File: src/rtl/mmio_store_capture.sv
// Captures processor stores into a 256-byte MMIO window and queues them in a first-word-fall-through FIFO.
// Define CAPTURE_TIMESTAMP_EN to tag each entry with a 16-bit cycle count, presented on out_tstamp.
module mmio_store_capture #(
    parameter logic [31:0] BASE_ADDR = 32'h0000_0500,
    parameter int          DEPTH     = 8,
    parameter logic [31:0] PASS_ADDR = 32'h0000_050C,
    parameter logic [31:0] PASS_DATA = 32'hFFFF_FAF3
) (
    input  logic                       clk,
    input  logic                       Reset,
    input  logic                       MemWrite,
    input  logic [31:0]                DataAddress,
    input  logic [31:0]                WriteData,
    input  logic                       overflow,
    input  logic                       underflow,
    output logic                       out_valid,
    input  logic                       out_ready,
    output logic [7:0]                 out_addr,
    output logic [31:0]                out_data,
    output logic                       out_ovf,
    output logic                       out_udf,
`ifdef CAPTURE_TIMESTAMP_EN
    output logic [15:0]                out_tstamp,
`endif
    output logic [$clog2(DEPTH):0]     level,
    output logic [15:0]                drop_cnt,
    output logic                       pass_seen
);

    localparam int PTR_W  = $clog2(DEPTH);
    localparam int LVL_W  = PTR_W + 1;
`ifdef CAPTURE_TIMESTAMP_EN
    localparam int ENTRY_W = 58;
`else
    localparam int ENTRY_W = 42;
`endif

    logic [ENTRY_W-1:0] mem [DEPTH];
    logic [PTR_W-1:0]   wr_ptr_reg;
    logic [PTR_W-1:0]   rd_ptr_reg;
    logic [LVL_W-1:0]   level_reg;
    logic [LVL_W-1:0]   level_next;
    logic [15:0]        drop_cnt_reg;
    logic               pass_seen_reg;
    logic [ENTRY_W-1:0] push_entry;
    logic [ENTRY_W-1:0] head_entry;
    logic               hit;
    logic               full;
    logic               pop;
    logic               push;
    logic               drop;
    logic               pass_hit;

`ifdef CAPTURE_TIMESTAMP_EN
    logic [15:0] tstamp_reg;
    // An entry carries the counter value that becomes current at its push edge.
    assign push_entry = {tstamp_reg + 16'd1, DataAddress[7:0], WriteData, overflow, underflow};
`else
    assign push_entry = {DataAddress[7:0], WriteData, overflow, underflow};
`endif

    assign hit      = MemWrite && (DataAddress[31:8] == BASE_ADDR[31:8]);
    assign full     = (level_reg == LVL_W'(DEPTH));
    assign out_valid = (level_reg != '0);
    assign pop      = out_valid && out_ready;
    // A full FIFO still takes a store when the head leaves in the same cycle.
    assign push     = hit && (!full || pop);
    assign drop     = hit && full && !pop;
    assign pass_hit = MemWrite && (DataAddress == PASS_ADDR) && (WriteData == PASS_DATA);

    always_comb begin
        level_next = level_reg;
        case ({push, pop})
            2'b10:   level_next = level_reg + LVL_W'(1);
            2'b01:   level_next = level_reg - LVL_W'(1);
            default: level_next = level_reg;
        endcase
    end

    always_ff @(posedge clk) begin
        if (!Reset) begin
            wr_ptr_reg    <= '0;
            rd_ptr_reg    <= '0;
            level_reg     <= '0;
            drop_cnt_reg  <= '0;
            pass_seen_reg <= 1'b0;
        end else begin
            if (push)
                wr_ptr_reg <= wr_ptr_reg + PTR_W'(1);
            if (pop)
                rd_ptr_reg <= rd_ptr_reg + PTR_W'(1);
            level_reg <= level_next;
            if (drop && (drop_cnt_reg != 16'hFFFF))
                drop_cnt_reg <= drop_cnt_reg + 16'd1;
            if (pass_hit)
                pass_seen_reg <= 1'b1;
        end
    end

`ifdef CAPTURE_TIMESTAMP_EN
    always_ff @(posedge clk) begin
        if (!Reset)
            tstamp_reg <= '0;
        else
            tstamp_reg <= tstamp_reg + 16'd1;
    end
`endif

    // Storage is never cleared; a stale slot is unreachable once the pointers reset.
    always_ff @(posedge clk) begin
        if (push)
            mem[wr_ptr_reg] <= push_entry;
    end

    assign head_entry = mem[rd_ptr_reg];

    assign out_addr  = out_valid ? head_entry[41:34] : 8'd0;
    assign out_data  = out_valid ? head_entry[33:2]  : 32'd0;
    assign out_ovf   = out_valid ? head_entry[1]     : 1'b0;
    assign out_udf   = out_valid ? head_entry[0]     : 1'b0;
`ifdef CAPTURE_TIMESTAMP_EN
    assign out_tstamp = out_valid ? head_entry[57:42] : 16'd0;
`endif

    assign level     = level_reg;
    assign drop_cnt  = drop_cnt_reg;
    assign pass_seen = pass_seen_reg;

endmodule

File: config.mk
export PLATFORM = sky130hd
export DESIGN_NAME = mmio_store_capture
export DESIGN_NICKNAME = d
export VERILOG_FILES = /design/src/rtl/mmio_store_capture.sv
export SDC_FILE = /design/constraint.sdc
export NUM_CORES = 1
export LEC_CHECK = 0
export BUFFER_PORTS_ARGS = -buffer_cell sky130_fd_sc_hd__buf_2
export CORE_MARGIN = 3
export CORE_UTILIZATION = 59
export DETAILED_ROUTE_END_ITERATION = 6
export GPL_ROUTABILITY_DRIVEN = 0
export PLACE_DENSITY = 0.75
export SLEW_MARGIN = 40
export SYNTH_ARGS = -nofsm -noshare
export SYNTH_HDL_FRONTEND = slang
export SYNTH_SLANG_ARGS = --single-unit
export TNS_END_PERCENT = 20
File: constraint.sdc
create_clock -name clk -period 7.35 [get_ports clk]
set_input_delay 0.3675 -clock clk [delete_from_list [all_inputs] [get_ports clk]]
set_output_delay 0.3675 -clock clk [all_outputs]
set_load 0.05 [all_outputs]
==> results <==
- The average detailed-routed wire length per instance is around 24 µm.
- The floorplan has 56 rows.
- The residual DRC count is 0.
- The clock reaches the later pin of the worst-skew pair after 0.53 ns.
- The most used flip-flop cell after synthesis is sky130_fd_sc_hd__edfxtp_1.
- The HPWL after detailed placement is 16.8 mm.
- The TritonCTS clock tree is built.
- The internal power component is about 3.4 mW.
- The post-synthesis net count is roughly 800.
- The worst pin sits at a relative slew slack of 45.5%.
- The class of the most critical setup path is flip-flop to primary output.
- The cell area that synthesis handed to floorplanning was roughly 14,000 µm².
- For this design, the CTS-stage hold fixing added 0 buffers.
- The total negative slack is 0 ns.
- The largest stage delay on the critical path is a little over 0.6 ns.
- During I/O placement, the number of pins put on the boundary was between 100 and 150.
- The total track usage is a little under a quarter.
- Using the TritonRoute via totals, the vias-per-cell ratio works out to around 6.2.
- In this run, the clock network consumes between 40% and 50% of the power.
- Counting flops with a built-in enable in the synthesized netlist gives between 300 and 400.
- The class of the tightest hold or removal check is input pin to flip-flop.
- In this run the vertical extent of the chip is about 160 µm.
- After synthesis, the share of flip-flops with an asynchronous set or reset is 0%.
- In the final layout, the multi-input gates occupy ~3700 µm².
- The layout-stage area growth over the synthesis result is 16.2%.
- Counting every sink on the clock net gives 366.
- Once layout is done, the placed cells without fillers occupy about 17,000 µm².
- The largest individual stage delay along the critical path comes from the cell sky130_fd_sc_hd__dfxtp_4.
- The clock tree synthesis step divided the H-tree into 2 levels.
- The longest clock path from root to sink contains 3 buffers.
- The synthesis warning total is 0.
- Total power for the finished layout comes to 4.14 mW.
- The register with the most flip-flops in the layout has around 340 of them.
- The number of buffers created by CTS is 37.
- At the pin with the least slew margin, the transition time is just over 0.8 ns.
- By area the synthesized netlist is led by sky130_fd_sc_hd__edfxtp_1 70%, sky130_fd_sc_hd__mux4_2 13%, sky130_fd_sc_hd__dfxtp_1 4.2%.
- The final period demand of the worst path is around 3.5 ns.
- Data on the critical path arrives at its endpoint at around 3.1 ns.
- The achievable frequency is between 200 and 300 MHz.
- Before antenna repair, the detailed router went through 5 iterations.
- The synthesized instance count is about 740.
- The die extent in x is between 150 and 200 µm.
- Of the total power, the share spent switching nets is roughly 19%.
- The residual antenna-violating net count after detailed routing is 0.
- Across the whole layout, storage elements account for about 11,000 µm².
- The flow ran to the end, and the final reports show no timing, DRC or antenna violations.
- The first global-routing pass estimated ~47 mm of wire.
- The cell sitting at the root of the clock tree is a sky130_fd_sc_hd__clkbuf_16.
- Detailed routing inserted a total of around 7.7k vias.
- The tool flagged a number of max-cap violations equal to 0.
- The count of routing violations after the opening detailed-route iteration is 855.
- The number of failing hold endpoints at the final stage is 0.
- The aggregate routed wire length is approximately 30 mm.
- Each instance of the synthesized netlist takes up on average 19.6 µm².
- The die covers about 26,000 µm².
- The clock-pin slew on the worst setup and hold paths is 0.06 ns.
- The static leakage is approximately 5.4 nW.
- The ratio of total power to cell area is ~250 nW/µm².
- The count of pins over their slew limit is 0.
- For the worst setup path, the data required time is approximately 7 ns.
- Of the post-synthesis cell area, the dominant cell type holds between 60% and 70%.
- After detailed placement, the total cell area comes to between 15,000 and 20,000 µm².
- Leaving out fill and tap cells, the most frequent cells in the layout are 336 x sky130_fd_sc_hd__edfxtp_1, 133 x sky130_fd_sc_hd__buf_2, 84 x sky130_fd_sc_hd__mux4_2.
- The placeable core area is 23,800 µm².
- The fraction of final layout cells with drive strength greater than 1 is 33.8%.
- Setup violations remaining at the end of the flow were counted as 0.
- The total congestion overflow after global routing is 0.
- The via count of the first global-routing pass is between 8k and 9k.
- In this run, flip-flops and latches consume between 50% and 60% of the power.
- The number of setup buffers added after CTS is 0.
- The number of fill cells in the layout is 1,404.
- The net count of the finished layout is 968.
- The largest area contributor in the netlist is sky130_fd_sc_hd__edfxtp_1.
- The number of synthesized register bits is between 300 and 400.
- STA classifies the critical path startpoint as a flip-flop.
- The most common library cell in the layout ignoring fill and taps is sky130_fd_sc_hd__edfxtp_1.
- Post-CTS repair changed the size of 0 cells.
- The critical path goes through buf_12 -> buf_6 -> mux4_2 -> mux2i_1 -> nor2_1 -> buf_2.
- Entering global routing, the biggest net connects 45 pins.
- The register-to-register path setup slack is 4.42 ns.
- The count of unique library cells instantiated by Yosys is 50.
- The share of power burned in combinational logic is around 1.2%.
- The largest fanout on the critical path is 44.
- The starting density of the core is between 60 and 70%.
- The worst setup path is captured at a primary output.
- Setup repair after global routing left no endpoint under its margin.
- The switching power total is between 700 and 800 µW.
- The proportion of synthesized chip area in sequential cells is 73.9%.
- The count of buffers added on input and output ports is between 100 and 150.
- Across the routed clock network, the largest skew measured is 0.0192 ns.
- The number of antenna violations at the first check in global routing is 2.
- The final clock period utilization by the worst path is 47.7%.
- The maximum vdd drop is ~0.14 mV.
layout make-up:
class,count,area share (%)
clock inverters,14,0.707
diodes,2,0.0298
well taps,319,2.37
clock buffers,52,6.39
repair buffers,150,4.96
inverters,6,0.134
flip-flops and latches,366,63.6
multi-input cells,331,21.8
power by group through the flow:
stage | registers [mW] | logic, mW | clock network [mW]
after global routing | 2.27 | 0.0564 | 1.94
final | 2.27 | 0.0513 | 1.82
after global placement | 2.31 | 0.0462 | 0
after CTS | 2.27 | 0.0511 | 1.85
after floorplan | 2.31 | 0.00534 | 0
after detailed placement | 2.31 | 0.0509 | 0
critical path: cells and delay by family, from the launching register on:
family                 cells  cell delay [ns]
DFF                        1             0.61
and+or+nand+nor            1             0.08
muxes                      2             0.78
buffers and inverters      3             1.09
cells by family after synthesis:
logic type / after synthesis / share of synthesized area, %
DFF: 366 / 73.9
buffers and inverters: 41 / 1.19
xor gates and xnor gates: 7 / 0.424
muxes: 131 / 16.3
AOI/OAI and AO/OA: 40 / 1.73
adders and majority gates: 6 / 0.519
and+or+nand+nor: 147 / 5.88
stage by stage:
step                utilization [%]  hold slack [ns]  instances  setup slack (ns)
global placement               65.4            0.453       1169              4.05
floorplan                         -            0.466        738             0.767
CTS                            70.7            0.109       1238              3.76
finish                         70.8            0.124       1240              3.85
detailed placement             65.7            0.468       1172              4.20
global route                   70.8            0.130       1239              3.61
Yosys cell counts (7+ instances only):
master                       n
sky130_fd_sc_hd__nand2_1    11
sky130_fd_sc_hd__clkbuf_1   16
sky130_fd_sc_hd__nand3_1     9
sky130_fd_sc_hd__dfxtp_1    30
sky130_fd_sc_hd__nor2_1     57
sky130_fd_sc_hd__a21oi_1    16
sky130_fd_sc_hd__edfxtp_1  336
sky130_fd_sc_hd__buf_1       9
sky130_fd_sc_hd__buf_2       9
sky130_fd_sc_hd__nand4_1    11
sky130_fd_sc_hd__mux4_2     84
sky130_fd_sc_hd__mux2i_1    47
sky130_fd_sc_hd__o31ai_1     7
worst paths after layout:
path                            endpoint                   start  cells after the start
setup reg to reg     mem[7][9]$_DFFE_PP_   level[1]$_SDFFE_PN0P_                      6
hold reg to reg   pass_seen$_SDFFE_PN0P_  pass_seen$_SDFFE_PN0P_                      2
setup / recovery             out_data[1]               flip-flop                      6
hold / removal      mem[2][33]$_DFFE_PP_           WriteData[31]                      1
metal layers:
layer	vias up	track usage [%]	part of all wire, %
met5	-	0	0.043
met4	2	5.54	1.7
met3	48	4.04	7.8
met2	388	39.1	50
met1	3931	33.1	40
li1	3350	-	-
Note: power is estimated with default switching activity, not from simulation.
